### src/rtl/keypad_matrix_emulator.sv
// rtl/keypad_matrix_emulator.sv - 4x4 keypad responder: queued key presses driven onto row lines
// Keys are held for HOLD_CYCLES then released for GAP_CYCLES; row drive is registered.
module keypad_matrix_emulator #(
  parameter bit ACTIVE_LOW  = 1'b1,
  parameter int HOLD_CYCLES = 8,
  parameter int GAP_CYCLES  = 8,
  parameter int FIFO_DEPTH  = 4
) (
  input  logic       clk,
  input  logic       reset,
  input  logic [3:0] col,
  output logic [3:0] fila,
  input  logic [3:0] key_code,
  input  logic       key_valid,
  output logic       key_ready,
  output logic       press_active,
  output logic       busy
);

  localparam int AW   = $clog2(FIFO_DEPTH);
  localparam int CMAX = (HOLD_CYCLES > GAP_CYCLES) ? HOLD_CYCLES : GAP_CYCLES;
  localparam int CW   = (CMAX > 1) ? $clog2(CMAX) : 1;
  localparam logic [CW-1:0] HOLD_LOAD = CW'(HOLD_CYCLES - 1);
  localparam logic [CW-1:0] GAP_LOAD  = CW'(GAP_CYCLES - 1);
  localparam logic [3:0]    IDLE_LVL  = ACTIVE_LOW ? 4'hF : 4'h0;

  typedef enum logic [1:0] {S_IDLE, S_PRESS, S_GAP} state_t;

  state_t        state, state_nxt;
  logic [CW-1:0] cnt, cnt_nxt;
  logic [3:0]    key_reg;

  logic [3:0]    mem [FIFO_DEPTH];
  logic [AW-1:0] wr_ptr, rd_ptr;
  logic [AW:0]   count;
  logic          full, empty, push, pop;

  logic          col_hit;
  logic [3:0]    fila_nxt;

  assign full      = (count == (AW+1)'(FIFO_DEPTH));
  assign empty     = (count == '0);
  // Ready ignores a same-cycle pop so a full queue never takes a write.
  assign key_ready = reset & ~full;
  assign push      = key_valid & key_ready;
  assign pop       = (state == S_IDLE) & ~empty;

  assign press_active = (state == S_PRESS);
  assign busy         = (state != S_IDLE) | ~empty;

  always_ff @(posedge clk) begin
    if (push) mem[wr_ptr] <= key_code;
  end

  always_ff @(posedge clk) begin
    if (!reset) begin
      wr_ptr <= '0;
      rd_ptr <= '0;
      count  <= '0;
    end else begin
      if (push) wr_ptr <= wr_ptr + AW'(1);
      if (pop)  rd_ptr <= rd_ptr + AW'(1);
      case ({push, pop})
        2'b10:   count <= count + (AW+1)'(1);
        2'b01:   count <= count - (AW+1)'(1);
        default: count <= count;
      endcase
    end
  end

  always_ff @(posedge clk) begin
    if (!reset) begin
      state   <= S_IDLE;
      cnt     <= '0;
      key_reg <= '0;
    end else begin
      state <= state_nxt;
      cnt   <= cnt_nxt;
      if (pop) key_reg <= mem[rd_ptr];
    end
  end

  always_comb begin
    state_nxt = state;
    cnt_nxt   = cnt;
    case (state)
      S_IDLE: begin
        if (!empty) begin
          state_nxt = S_PRESS;
          cnt_nxt   = HOLD_LOAD;
        end
      end
      S_PRESS: begin
        if (cnt == '0) begin
          state_nxt = S_GAP;
          cnt_nxt   = GAP_LOAD;
        end else begin
          cnt_nxt = cnt - CW'(1);
        end
      end
      S_GAP: begin
        if (cnt == '0) state_nxt = S_IDLE;
        else           cnt_nxt   = cnt - CW'(1);
      end
      default: state_nxt = S_IDLE;
    endcase
  end

  // Column is sampled as-is; other active columns do not block the press.
  always_comb begin
    col_hit  = ACTIVE_LOW ? ~col[key_reg[1:0]] : col[key_reg[1:0]];
    fila_nxt = IDLE_LVL;
    if ((state == S_PRESS) && col_hit) fila_nxt[key_reg[3:2]] = ~ACTIVE_LOW;
  end

  always_ff @(posedge clk) begin
    if (!reset) fila <= IDLE_LVL;
    else        fila <= fila_nxt;
  end

endmodule

### config.mk
export PLATFORM = sky130hd
export DESIGN_NAME = keypad_matrix_emulator
export DESIGN_NICKNAME = d
export VERILOG_FILES = /design/src/rtl/keypad_matrix_emulator.sv
export SDC_FILE = /design/constraint.sdc
export NUM_CORES = 1
export LEC_CHECK = 0
export BUFFER_PORTS_ARGS = -buffer_cell sky130_fd_sc_hd__buf_2
export CORE_MARGIN = 1.5
export CORE_UTILIZATION = 50
export DETAILED_ROUTE_END_ITERATION = 16
export PLACE_DENSITY = 0.72
export SETUP_SLACK_MARGIN = 0.2
export SLEW_MARGIN = 25
export SYNTH_ARGS = -nofsm -noshare
export SYNTH_HDL_FRONTEND = slang
export SYNTH_SLANG_ARGS = --single-unit
### constraint.sdc
create_clock -name clk -period 2.1 [get_ports clk]
set_clock_uncertainty 0.05 [all_clocks]
set_input_delay 0.42 -clock clk [delete_from_list [all_inputs] [get_ports clk]]
set_output_delay 0.42 -clock clk [all_outputs]
set_load 0.005 [all_outputs]
# ---- Word-level counts from Yosys, hierarchy flattened
# Memory sizes are Yosys's and may differ from the RTL's. A register that Yosys moved wholly into a read port is not among the register bits.
# Index checks and enable logic that the tools add are counted.
dict set report word_totals {
  n_memories 1
  word_cells 59
  in_bits 11
  out_inout_bits 7
  ramBits 16
  ff_bits 16
}
dict set report classes {
  bitwise_logic 8
  mux 15
  n_eq_ne 9
  order_cmp 3
  n_reduce_logical 12
  addsub 5
}
# memory depth width rd rd_clocked_by_memory_dff wr line
set memory_table {}
lappend memory_table {mem 4 4 1 1 1 33} ;# logic [3:0] mem [FIFO_DEPTH];
# cell count
set op_table {}
lappend op_table {{$mux 3} 3}
lappend op_table {{$pmux 3 s3} 1}
lappend op_table {{$logic_not 3->1} 2}
lappend op_table {{$lt 2x3->1 const B} 2}
lappend op_table {{$mux 2} 3}
lappend op_table {{$ne 2x2->1 const B} 3}
lappend op_table {{$pmux 2 s3} 1}
lappend op_table {{$pmux 3 s2} 1}
lappend op_table {{$reduce_and 3->1} 2}
lappend op_table {{$sub 3x1->3 const B} 2}
lappend op_table {{$add 2x1->2 const B} 2}
lappend op_table {{$eq 2x1->1 const B} 2}
lappend op_table {{$eq 2x2->1 const B} 2}
lappend op_table {{$mux 1} 4}
lappend op_table {{$not 4->4} 1}
lappend op_table {{$reduce_bool 2->1} 2}
lappend op_table {{$add 3x1->3 const B} 1}
lappend op_table {{$and 1x1->1} 3}
lappend op_table {{$eq 3x3->1 const B} 1}
lappend op_table {{$not 1->1} 3}
lappend op_table {{$reduce_bool 3->1} 1}
lappend op_table {{$bmux 1 s2} 1}
lappend op_table {{$demux 1 s2} 1}
lappend op_table {{$ge 2x1->1 const B} 1}
lappend op_table {{6 further kinds} 7}

# ---- Logic depth before layout (Yosys ltp)
# Gate-level depths: netlist (run 1).
dict set report logic_depth {
  depth_word 6
  ltp_mapped 10
  depth_no_buf 9
}

# ---- Worst setup path after synthesis (run 1)
# OpenSTA, ideal clock, no wires.
dict set report synth_path {
  path_type {reg-to-reg}
  from {register state[1]}
  to {register count[2]}
  t_required_ns 1.979
  path_buffers 1
  path_stages_with_launch 11
  period_less_slack_ns 2.158
  t_arrival_ns 2.037
  setup_slack_ns -0.058
  setup_ns 0.071
  cell_sequence {dfxtp_1 inv_1 ha_1 o31a_2 buf_2 ha_1 inv_1 fa_1 xor2_1 or3_1 a21oi_1}
}
dict set report synth_via {
  elab_chain_len 4
  elab_cells_between_ends 6
  cone_classes {2 x eq/ne; 1 x mux; 1 x bitwise; 2 x reduce/logical}
}
# element line
set synth_lines {}
lappend synth_lines {{from (decl)} 29} ;# state_t state, state_nxt;
lappend synth_lines {{from (signal assigned)} 77} ;# state <= state_nxt;
lappend synth_lines {{$logic_not 2->1 *} 46} ;# assign pop = (state == S_IDLE) & ~empty;
lappend synth_lines {{$and 1x1->1 *} 46}
lappend synth_lines {{via pop} 36} ;# logic full, empty, push, pop;
lappend synth_lines {{$eq 2x1->1 or $eq 2x2->1 (tied branches)} 63} ;# case ({push, pop})
lappend synth_lines {{$pmux 3 s2 or $reduce_bool 2->1 (tied branches)} n/a}
lappend synth_lines {{to (signal assigned)} 64} ;# 2'b10: count <= count + (AW+1)'(1);
lappend synth_lines {{to (signal assigned)} 65} ;# 2'b01: count <= count - (AW+1)'(1);
lappend synth_lines {{to (signal assigned)} 66} ;# default: count <= count;
lappend synth_lines {{to (decl)} 35} ;# logic [AW:0] count;
# The timed path passes the listed nets; every way through them passes the cells marked *.
# A chain may end at the register's enable or synchronous reset.

# ---- Worst setup path after layout (run 1)
dict set report layout_path {
  from {register state[0]}
  to {register count[2]}
}
dict set report layout_via {
  elab_chain_len 4
  elab_cells_between_ends 6
  cone_classes {2 x eq/ne; 1 x mux; 1 x bitwise; 2 x reduce/logical}
}
# element line
set layout_lines {}
lappend layout_lines {{$logic_not 2->1 *} 46}
lappend layout_lines {{$and 1x1->1 *} 46}
lappend layout_lines {{$eq 2x1->1 or $eq 2x2->1 (tied branches)} 63}
lappend layout_lines {{$pmux 3 s2 or $reduce_bool 2->1 (tied branches)} n/a}
# Mark *: on every way between the ends. The rest lies on a longest branch, timed or not.

==> results, run 1 <==
- The type of destination of the critical path is a flop.
- The count of endpoints failing hold in the final timing report is 0.
- The transition time of the tightest slew-check pin is 0.355 ns.
- The endpoint arrival time on the critical path is 2.12 ns.
- The peak fanout along the critical path is 4.
- For this design the top-level I/O count stands at 18.
- Across the VDD grid, the largest voltage drop is 0.684 mV.
- For this design the ratio of total power to cell area is 1370 nW/um^2.
- The count of routing violations after the opening detailed-route iteration is 70.
- Among all flip-flop cells after synthesis, the most frequent one is sky130_fd_sc_hd__dfxtp_1.
- The routed length per instance is 13.4 um.
- The xor-xnor portion of the synthesized cell area is 2.63%.
- The share of synthesized flip-flops with an asynchronous set or reset is 0%.
- The master cell of the clock root buffer is sky130_fd_sc_hd__clkbuf_4.
- Tracing the worst setup path back leads to its startpoint at state[0].
- The area fraction of the dominant cell type after synthesis is 28.8%.
- Final hold analysis gives a worst-case slack of 0.256 ns.
- Including well taps, the total number of placed cells is 204.
- The cell type of the slowest stage on the worst timing path is sky130_fd_sc_hd__dfxtp_2.
- Of the total synthesized cell area, the portion taken by full adders, half adders and majority gates is 9.45%.
- Across the run, the number of max-cap violations was 0.
- The synthesized area per cell is 11.7 sq um.
- Port buffering added 17 buffers.
- After detailed routing, the number of vias per cell comes to 5.16.
- The count of nets left with antenna violations after detail routing is 0.
- For this run, design rule violations remaining after detail routing come to 0.
- The initial antenna violation count is 0.
- Sorting the synthesized cells by area gives the leading types as sky130_fd_sc_hd__edfxtp_1 29%, sky130_fd_sc_hd__dfxtp_1 24%, sky130_fd_sc_hd__ha_1 8.3%.
- The sort of element at the start of the critical path is a flop.
- The post-place setup slack is 0.0553 ns.
- From bottom edge to top edge, the die measures 60.8 um.
- Synthesis produced 143 cells.
- The number of global-route vias before repair is 1,178.
- The peak per-stage delay on the critical path is 0.36 ns.
- The area fraction in compound gates after synthesis is 10.4%.
- The detailed-router iteration count before antenna repair is 6.
- The number of nets handed over by synthesis was 166.
- The filler cells instantiated in the layout total 259.
- The global-route congestion overflow total is 0.
- The number of nets in the layout is 194.
- The die covers 3690 sq um.
- The overall via count from detail_route is 1,115.
- Counting instances, the worst hold path has a depth of 1.
- For the finished layout, the period the worst path requires is 1.90 ns.
- For this run, the number of Yosys warnings is 0.
- The clock latency at the later pin of the worst-skew pair is 0.33 ns.
- The clock input transition at the sequential cells of the worst setup and hold paths is 0.11 ns.
- Relative to the synthesized area, the layout overhead comes to 17.4%.
- The H-tree was split into 2 levels.
- The aggregate negative setup slack is 0 ns.
- Timing would allow up to 526 MHz.
- In this run the horizontal extent of the chip is 60.8 um.
- Summing the sequential cell areas from Yosys gives 52.8% of the chip area.
- The clock net sink count is 36.
- The critical path start-end classification is reg2reg.
- At the worst endpoint, the required time is 2.32 ns.
- Setup repair after global routing could not meet its margin everywhere.
- The dominant combinational cell family by area after synthesis is simple AND/OR/NAND/NOR gates.
- The simple logic cell fraction of the synthesized area is 13.4%.
- Walking the worst path, the cells encountered are inv_2, ha_4, o31a_4, ha_4, inv_1, fa_2, xor2_1, or3_1, a21oi_2.
- Among the stages of the critical path, the cell type that occurs most often is sky130_fd_sc_hd__ha_4.
- The flip-flop count of the largest register after layout is 16.
- The maximum clock insertion buffer count is 2.
- The tightest min-delay check is of the in2reg type.
- Of the cells placed in the final design, the portion with a size suffix greater than 1 is 32.6%.
- The count of inserted antenna diode cells is 0.
- Counting flops with a built-in enable in the synthesized netlist gives 16.
- The worst max-slew margin expressed relative to the limit is 76.3%.
- Counting the buffers created by CTS gives 5.
- The floorplan step defined a core boundary enclosing 3100 sq um.
- Detailed placement finished with a half-perimeter wire length of 2120 um.
- The number of rows in the core area is 20.
- The portion of netlist area occupied by mux cells is 7.28%.
- Summed over all cells, the static leakage comes to 0.733 nW.
- The setup violation total in the final timing report is 0.
- TritonCTS built the clock tree.
- In this run, post-CTS hold repair placed 0 buffers.
- The launch instance of the worst min-delay path is key_code[3].
- The most area-hungry cell type in the Yosys netlist is sky130_fd_sc_hd__edfxtp_1.
- The final wirelength is 2900 um.
- The congestion estimate from routability-driven global placement came to 0.820.
- The share of the cycle needed by the critical path after routing is 90.5%.
- The post-synthesis instance area is 1670 sq um.
- The flow ran to the end, and the final reports show no timing, DRC or antenna violations.
- In this run, synthesis produced a sequential element count of 36.
- The global router's overall resource usage is 19.2%.
- The launching point of the worst reg2reg path is state[0].
- After synthesis, the netlist uses 35 different library cells.
- The minimum setup slack in the final design is 0.200 ns.
- The global-route wire length before repair is 5110 um.
- Entering global routing, the biggest net connects 13 pins.
- The effective utilization at floorplan is 53.8%.
- The number of max-slew violations in the final report was 0.
- Leaving out filler cells and counting taps, the final layout contains 216.
- Counting cells, the worst reg-to-reg path comes to 9.
stage by stage:
stage / instance area [sq um] / power, mW / utilization (%)
after floorplan: 1710 / 2.00 / -
after global placement: 1860 / 2.19 / 60.0
after detailed placement: 1860 / 2.25 / 60.0
after CTS: 1940 / 2.66 / 62.7
after global routing: 1960 / 2.93 / 63.1
final: 1960 / 2.69 / 63.1
critical path, delay by kind of cell (launching register included):
| kind | cells | cell delay (ns) |
|---|---|---|
| adders and majority gates | 3 | 0.59 |
| DFF | 1 | 0.36 |
| and+or+nand+nor | 1 | 0.32 |
| AOI/OAI and AO/OA | 2 | 0.26 |
| xor gates and xnor gates | 1 | 0.15 |
| buffers and inverters | 2 | 0.12 |
metal layers:
metal,global-route usage [%],share of wire (%)
met5,0,0
met2,30.6,50
met1,24.5,45
met3,4.90,4.3
met4,9.63,1.4
cells by family (layout without fill, tap and decap cells):
logic type	count (synthesis)	after routing
and+or+nand+nor	41	41
xor gates and xnor gates	5	5
buffers and inverters	17	46
muxes	7	7
DFF	36	36
adders and majority gates	12	12
AOI/OAI and AO/OA	25	25
area by class of cell:
type | instances | area [sq um] | area share [%]
clock inverters | 2 | 11.3 | 0.575
multi-input cells | 90 | 764 | 39.0
well taps | 44 | 55.1 | 2.81
flip-flops and latches | 36 | 892 | 45.6
inverters | 13 | 48.8 | 2.49
clock buffers | 6 | 41.3 | 2.11
repair buffers | 25 | 145 | 7.41
Yosys cell counts (2+ instances only):
cell,number
sky130_fd_sc_hd__inv_1,13
sky130_fd_sc_hd__nor2_1,9
sky130_fd_sc_hd__dfxtp_1,20
sky130_fd_sc_hd__mux4_2,4
sky130_fd_sc_hd__nand3b_1,3
sky130_fd_sc_hd__nand3_1,7
sky130_fd_sc_hd__o21ai_1,4
sky130_fd_sc_hd__ha_1,11
sky130_fd_sc_hd__a21oi_1,7
sky130_fd_sc_hd__buf_2,2
sky130_fd_sc_hd__and2_2,4
sky130_fd_sc_hd__a211oi_1,3
sky130_fd_sc_hd__nand2_1,11
sky130_fd_sc_hd__nand2b_1,2
sky130_fd_sc_hd__xor2_1,3
sky130_fd_sc_hd__xnor2_1,2
sky130_fd_sc_hd__o21ai_0,3
sky130_fd_sc_hd__nor2_2,2
sky130_fd_sc_hd__edfxtp_1,16
sky130_fd_sc_hd__mux2i_1,2
path summary, 6_finish.rpt:
kind / to / slack [ns]
setup / recovery: count[2] / 0.20
setup reg to reg: count[2] / 0.20
hold / removal: mem[1][3] / 0.26
hold reg to reg: fila[3] / 0.39
timing repair:
action	CTS	global route
endpoints found under the hold margin	0	0
resized for setup	3	2
setup buffers	3	1
endpoints found under the setup margin	2	3
cell usage in the layout, fill, tap and decap left out, drive strengths merged, types with 2 or more instances in the layout:
cell type  synthesis  layout
inv               13      13
dfxtp             20      20
o21ai              7       7
nand3b             3       3
and2               4       4
a211oi             4       4
nand3              7       7
xnor2              2       2
mux2i              2       2
ha                11      11
xor2               3       3
nor2              11      11
nand2             11      11
mux4               4       4
nand2b             2       2
buf                3      25
a21oi              7       7
clkbuf             1       6
edfxtp            16      16
where the power goes:
| group | leakage, nW | internal (mW) | switching [mW] |
|---|---|---|---|
| clock | 0.0259 | 0.128 | 0.225 |
| sequential | 0.312 | 0.886 | 0.168 |
| combinational | 0.395 | 0.663 | 0.622 |
No activity file was read; power rests on OpenSTA's default activity.
==> run 2: changes to the inputs <==
==> constraint.sdc (replaced) <==
create_clock -name clk -period 2.1 [get_ports clk]
set_clock_uncertainty 0.05 [all_clocks]
set_input_delay 0.42 -clock clk [delete_from_list [all_inputs] [get_ports clk]]
set_output_delay 0.42 -clock clk [all_outputs]
set_load 0.05 [all_outputs]
==> results, run 2 (same netlist as run 1, synthesis figures left out) <==
- In this run the number of H-tree levels came out at 2.
- The clock period could shrink to 1.90 ns.
- The number of max-slew violations in the final report is 0.
- The residual DRC count is 0.
- The number of rows in the core area is 20.
- The share of final-layout standard cells stronger than drive strength 1 is 33.3%.
- The first detailed-routing pass took 4 iterations.
- The initial antenna violation count is 0.
- The endpoint required time on the critical path is 2.32 ns.
- For the pin with the worst max-slew slack, the measured transition is 0.354 ns.
- Along the worst hold path, the cell count comes to 1.
- The tightest min-delay check is of the in2reg type.
- The final weighted congestion in routability-driven placement is 0.820.
- The count of endpoints failing hold in the final timing report is 0.
- Clock tree synthesis selected as its root buffer the cell sky130_fd_sc_hd__clkbuf_4.
- The global router's overall resource usage is 19.2%.
- The area added between synthesis and finish is 18.7%.
- The combinational share of power is 51.8%.
- The setup violation total in the final timing report is 0.
- The sort of element at the start of the critical path is a flop.
- The effective utilization at floorplan is 53.8%.
- The ratio of routed vias to standard cells is 5.08.
- Entering global routing, the biggest net connects 13 pins.
- The critical path start-end classification is reg2reg.
- The most numerous cell type found on the critical path is sky130_fd_sc_hd__ha_4.
- The total I/O pin count is 18.
- Hold repair after CTS inserted 0 buffers.
- STA puts the critical path data arrival time at 2.12 ns.
- The worst path meets setup with 0.202 ns of slack.
- The endpoint identified for the worst register-to-register timing path is count[2].
- The share of total power dissipated in sequential elements is 36.2%.
- The final wirelength is 2870 um.
- Clock-pin slew was measured on the worst setup and hold paths at 0.11 ns.
- The peak fanout along the critical path is 4.
- The share of the cycle needed by the critical path after routing is 90.4%.
- The routed length per instance is 13.2 um.
- The worst hold path terminates at mem[1][3].
- Global routing finished with a remaining overflow of 0.
- The repair_antennas step left the layout with diodes totalling 0.
- The number of nets in the layout is 196.
- The internal power summed over all cells is 1.75 mW.
- In this run the most critical hold path is launched from key_code[3].
- The detailed-placement wirelength estimate is 2120 um.
- The flip-flop count of the largest register after layout is 16.
- The run finished with clean final reports.
- The leakage power summed over all cells is 0.746 nW.
- The analysis attributes to net switching a power of 1.16 mW.
- The number of global-route vias before repair is 1,163.
- The die covers 3690 sq um.
- In this run, the clock network consumes 12.0% of the power.
- The overall die height is 60.8 um.
- Timing analysis after detailed placement gives a worst setup slack of 0.0553 ns.
- The number of clock buffers added by TritonCTS is 5.
- Across all register-to-register paths, the minimum setup slack is 0.20 ns.
- The number of port buffers is 17.
- The global-route wire length before repair is 5110 um.
- The maximum clock insertion buffer count is 2.
- The launching point of the worst reg2reg path is state[0].
- CTS saw 36 sinks.
- The worst setup path is captured at a flop.
- The count of nets left with antenna violations after detail routing is 0.
- The library cells used most frequently in the layout, excluding fill and tap cells, are 16 x sky130_fd_sc_hd__buf_2, 16 x sky130_fd_sc_hd__edfxtp_1, 15 x sky130_fd_sc_hd__dfxtp_1.
- The count of routing violations after the opening detailed-route iteration is 63.
- Detailed routing inserted a total of 1,108 vias.
- The worst max-slew margin expressed relative to the limit is 76.4%.
- The fmax is 527 MHz.
- The total power divided by cell area is 1470 nW/um^2.
- The placeable core region is 3100 sq um.
- For this run, the slowest stage of the critical path takes 0.35 ns.
- The cell type of the slowest stage on the worst timing path is sky130_fd_sc_hd__dfxtp_2.
- Traced cell by cell, the critical path runs through inv_2, ha_4, o31a_4, ha_4, inv_1, fa_2, xor2_1, or3_1, a21oi_2.
- For the worst-skew pair, the clock arrives at the later sink with an insertion delay of 0.33 ns.
- The worst-case vdd ir drop is 0.696 mV.
- Summed over all failing endpoints, the final setup total negative slack is 0 ns.
- The switching share of total power is 39.8%.
- Setup repair after global routing could not meet its margin everywhere.
- The TritonCTS clock tree is yes.
- The tool flagged a number of max-cap violations equal to 0.
- For the worst flop-to-flop path, the logic depth is 9.
- The die span in x is 60.8 um.
[run 2: final cells by class]
type / count / area [sq um]
Sequential cell: 36 / 892
Tap cell: 44 / 55.1
Clock inverter: 2 / 11.3
Fill cell: 259 / 1120
Clock buffer: 6 / 41.3
Multi-Input combinational cell: 90 / 764
Inverter: 13 / 48.8
Timing Repair Buffer: 27 / 166
[run 2: repair_timing]
item,4_1_cts,5_1_grt
pin swaps,0,0
buffers inserted,5,1
setup endpoints to repair,2,3
resized for setup,3,5
[run 2: per-layer routing]
layer  vias to the layer above  part of all wire, %  track usage [%]
met1                       522                   46             25.1
li1                        562                    -                -
met2                        19                   49             30.9
met3                         5                  3.5             4.48
met4                         0                  1.4             8.39
met5                         -                    0                0
[run 2: worst max path at each step]
stage,from,endpoint,slack [ns],cells past startpoint
floorplan,state[1],count[2],0.16,10
detailed placement,reset,count[2],0.06,10
finish,state[0],count[2],0.20,9
global route,state[1],count[2],0.11,9
CTS,state[1],count[2],0.21,9
global placement,reset,count[2],0.12,10
[run 2: metrics by stage]
| stage | util (%) | instance area, sq um | cells | total power, mW | hold slack (ns) |
|---|---|---|---|---|---|
| 6_report | 63.8 | 1980 | 218 | 2.91 | 0.256 |
| 3_5_place_dp | 60.0 | 1860 | 204 | 2.39 | 0.369 |
| 3_3_place_gp | 60.0 | 1860 | 204 | 2.33 | 0.366 |
| 5_1_grt | 63.8 | 1980 | 218 | 3.16 | 0.231 |
| 2_1_floorplan | - | 1710 | 143 | 2.13 | 0.352 |
| 4_1_cts | 63.1 | 1960 | 217 | 2.85 | 0.231 |
[run 2: power by group through the flow]
stage / Sequential, mW / Clock (mW) / Combinational [mW]
after global routing: 1.08 / 0.397 / 1.68
after floorplan: 1.02 / 0 / 1.11
after global placement: 1.05 / 0 / 1.28
after detailed placement: 1.06 / 0 / 1.32
after CTS: 1.05 / 0.366 / 1.43
final: 1.05 / 0.350 / 1.51
[run 2: worst max-delay path, delay by kind of cell, from the launching register on]
kind / cells / cell delay [ns]
AO/OA/AOI/OAI: 2 / 0.26
buffers and inverters: 2 / 0.12
XOR/XNOR: 1 / 0.16
AND/OR/NAND/NOR: 1 / 0.32
adder cells (fa/ha/maj): 3 / 0.58
flip-flops: 1 / 0.35
==> run 3: changes to the inputs <==
--- a/config.mk
+++ b/config.mk
@@ -5,7 +5,7 @@
 export SDC_FILE = /design/constraint.sdc
 export NUM_CORES = 1
 export LEC_CHECK = 0
-export BUFFER_PORTS_ARGS = -buffer_cell sky130_fd_sc_hd__buf_2
+export BUFFER_PORTS_ARGS = -buffer_cell sky130_fd_sc_hd__clkbuf_2
 export CORE_MARGIN = 1.5
 export CORE_UTILIZATION = 50
 export DETAILED_ROUTE_END_ITERATION = 16
==> results, run 3 (same netlist as run 1, synthesis figures left out) <==
- Data on the critical path is required at its endpoint by 2.33 ns.
- The count of hold buffers inserted by post-cts repair is 0.
- The region available for standard cell placement spans 3100 sq um.
- For hold timing, the worst endpoint is mem[1][2].
- The clock net sink count is 36.
- The peak fanout along the critical path is 3.
- Clock tree synthesis selected as its root buffer the cell sky130_fd_sc_hd__clkbuf_4.
- IR analysis of the VDD net gives a maximum drop of 0.888 mV.
- The number of nets in the layout is 198.
- The setup violation total in the final timing report is 0.
- The post-route minimum period is 1.96 ns.
- The endpoint arrival time on the critical path is 2.19 ns.
- The setup path with the least slack is of type reg2reg.
- Dividing the final minimum period by the clock period gives 93.2%.
- The residual DRC count is 0.
- STA classifies the critical path endpoint as a flop.
- The initial antenna violation count is 0.
- The area growth from synthesis to layout is 21.2%.
- The number of buffers created by CTS is 5.
- The number of max-slew violations in the final report came to 0.
- The number of rows in the core area is 20.
- The count of inserted antenna diode cells is 0.
- STA classifies the critical path startpoint as a flop.
- The total chip power is 3.13 mW.
- The worst reg-to-reg setup slack is 0.14 ns.
- Of the cells placed in the final design, the portion with a size suffix greater than 1 is 36.9%.
- Port buffering added 17 buffers.
- Entering global routing, the biggest net connects 13 pins.
- The detailed-placement wirelength estimate is 2130 um.
- The effective utilization at floorplan is 53.8%.
- Combinational logic burns 50.8% of the power.
- The H-tree depth is 2.
- Of the total power, the share spent switching nets is 38.7%.
- Global routing used 19.9% of the available tracks across all layers.
- For this run, the top clock speed supported by timing is 511 MHz.
- The aggregate negative setup slack is 0 ns.
- The die span in x is 60.8 um.
- The analysis attributes to net switching a power of 1.21 mW.
- The internal power summed over all cells is 1.92 mW.
- The first global-routing pass estimated 5180 um of wire.
- TritonCTS built the clock tree.
- The die covers 3690 sq um.
- For the pin with the worst max-slew slack, the measured transition is 0.365 ns.
- The maximum clock insertion buffer count is 2.
- The overall die height is 60.8 um.
- The detailed-router iteration count before antenna repair is 4.
- The clock input transition at the sequential cells of the worst setup and hold paths is 0.11 ns.
- The routed length per instance is 13.6 um.
- Cells fill 65.2% of the core in the end.
- The routed layout has 1,129 vias.
- Tracing the worst setup path back leads to its startpoint at state[1].
- The final layout contains routed wiring with a total length of 3000 um.
- The congestion estimate from routability-driven global placement came to 0.818.
- The flow ran to the end, and the final reports show no timing, DRC or antenna violations.
- The routed length on met3 is 105 um.
- Headroom to the max-slew limit came out at 75.7%.
- The met1 routed wirelength after detailed routing is 1330 um.
- The leakage power summed over all cells is 0.775 nW.
- In the routed layout, each cell is associated on average with a via count of 5.13.
- The depth of the most critical reg-to-reg path is 9.
- In the layout the commonest cells are 16 x sky130_fd_sc_hd__edfxtp_1, 15 x sky130_fd_sc_hd__dfxtp_1, 15 x sky130_fd_sc_hd__clkbuf_2.
- The launch instance of the worst min-delay path is key_code[2].
- Leaving out fill and tap cells, the most frequent cell in the layout is sky130_fd_sc_hd__edfxtp_1.
- Global routing finished with a remaining overflow of 0.
- The class of the tightest hold or removal check is in2reg.
- In this run the power density over the cells is 1550 nW/um^2.
- The register with the most flip-flops in the layout has 16 of them.
- The clock power share is 15.7%.
- Setup repair after global routing could not meet its margin everywhere.
- The number of global-route vias before repair is 1,178.
- The later pin in the worst-skew pair is clocked with a latency of 0.34 ns.
- The count of routing violations after the opening detailed-route iteration is 55.
- Signal routing reaches up to met4.
- The detail route stage leaves a number of antenna-violating nets equal to 0.
- Along the worst hold path, the cell count comes to 1.
- The sequential group share of total power is 33.5%.
- The launching point of the worst reg2reg path is state[1].
- The met2 layer wire length in the routed design is 1500 um.
- The capture instance of the worst register-to-register path is count[2].
- The count of endpoints failing hold in the final timing report is 0.
- The total I/O pin count is 18.
- Across the run, the number of max-cap violations was 0.
run 3: changes by cell type in the layout (fill, tap and decap cells not counted), moves of 2 or more:
cell,change
sky130_fd_sc_hd__inv_2,+3
sky130_fd_sc_hd__buf_4,+2
sky130_fd_sc_hd__inv_1,-3
sky130_fd_sc_hd__clkbuf_2,+15
sky130_fd_sc_hd__buf_2,-16
run 3: final cells by class:
| class | instances | area [sq um] |
|---|---|---|
| fillers | 250 | 1080 |
| flip-flops and latches | 36 | 890 |
| multi-input cells | 90 | 764 |
| repair buffers | 29 | 184 |
| well taps | 44 | 55.1 |
| inverters | 13 | 48.8 |
| clock inverters | 3 | 42.5 |
| clock buffers | 5 | 37.5 |
run 3: worst max path at each step:
stage / to / slack, ns / cells past startpoint
6_report: count[2] / 0.14 / 9
5_1_grt: count[2] / 0.08 / 9
4_1_cts: count[2] / 0.17 / 9
3_5_place_dp: count[2] / 0.05 / 10
3_3_place_gp: count[2] / 0.14 / 10
2_1_floorplan: count[2] / 0.16 / 10
run 3: repair_timing:
item | in CTS | in global routing
setup buffers | 5 | 3
resized for setup | 6 | 6
pin swaps | 2 | 0
setup endpoints to repair | 2 | 4
run 3: metal layers:
metal / vias to the layer above / global-route usage (%)
met2: 19 / 33.3
met5: - / 0
met4: 0 / 9.32
met1: 536 / 24.1
li1: 567 / -
met3: 7 / 5.12
run 3: stage by stage:
step	hold WS, ns	std cells	setup WS [ns]	instance area, sq um
final	0.244	220	0.144	2020
after global routing	0.220	220	0.0817	2020
after CTS	0.236	217	0.167	1990
after detailed placement	0.383	204	0.0518	1860
after global placement	0.365	204	0.136	1860
after floorplan	0.352	143	0.165	1710
run 3: power groups by stage:
stage	logic, mW	clock network (mW)	registers (mW)
after floorplan	1.11	0	1.02
after global placement	1.28	0	1.05
after detailed placement	1.33	0	1.07
after CTS	1.47	0.499	1.05
after global routing	1.75	0.534	1.08
final	1.59	0.493	1.05
run 3: worst max-delay path, cell delays in order, from the launching register on:
cell	delay (ns)
sky130_fd_sc_hd__dfxtp_2	0.35
sky130_fd_sc_hd__inv_2	0.09
sky130_fd_sc_hd__ha_4	0.14
sky130_fd_sc_hd__o31a_4	0.14
sky130_fd_sc_hd__ha_4	0.13
sky130_fd_sc_hd__inv_2	0.03
sky130_fd_sc_hd__fa_2	0.32
sky130_fd_sc_hd__xor2_1	0.16
sky130_fd_sc_hd__or3_1	0.33
sky130_fd_sc_hd__a21oi_2	0.14
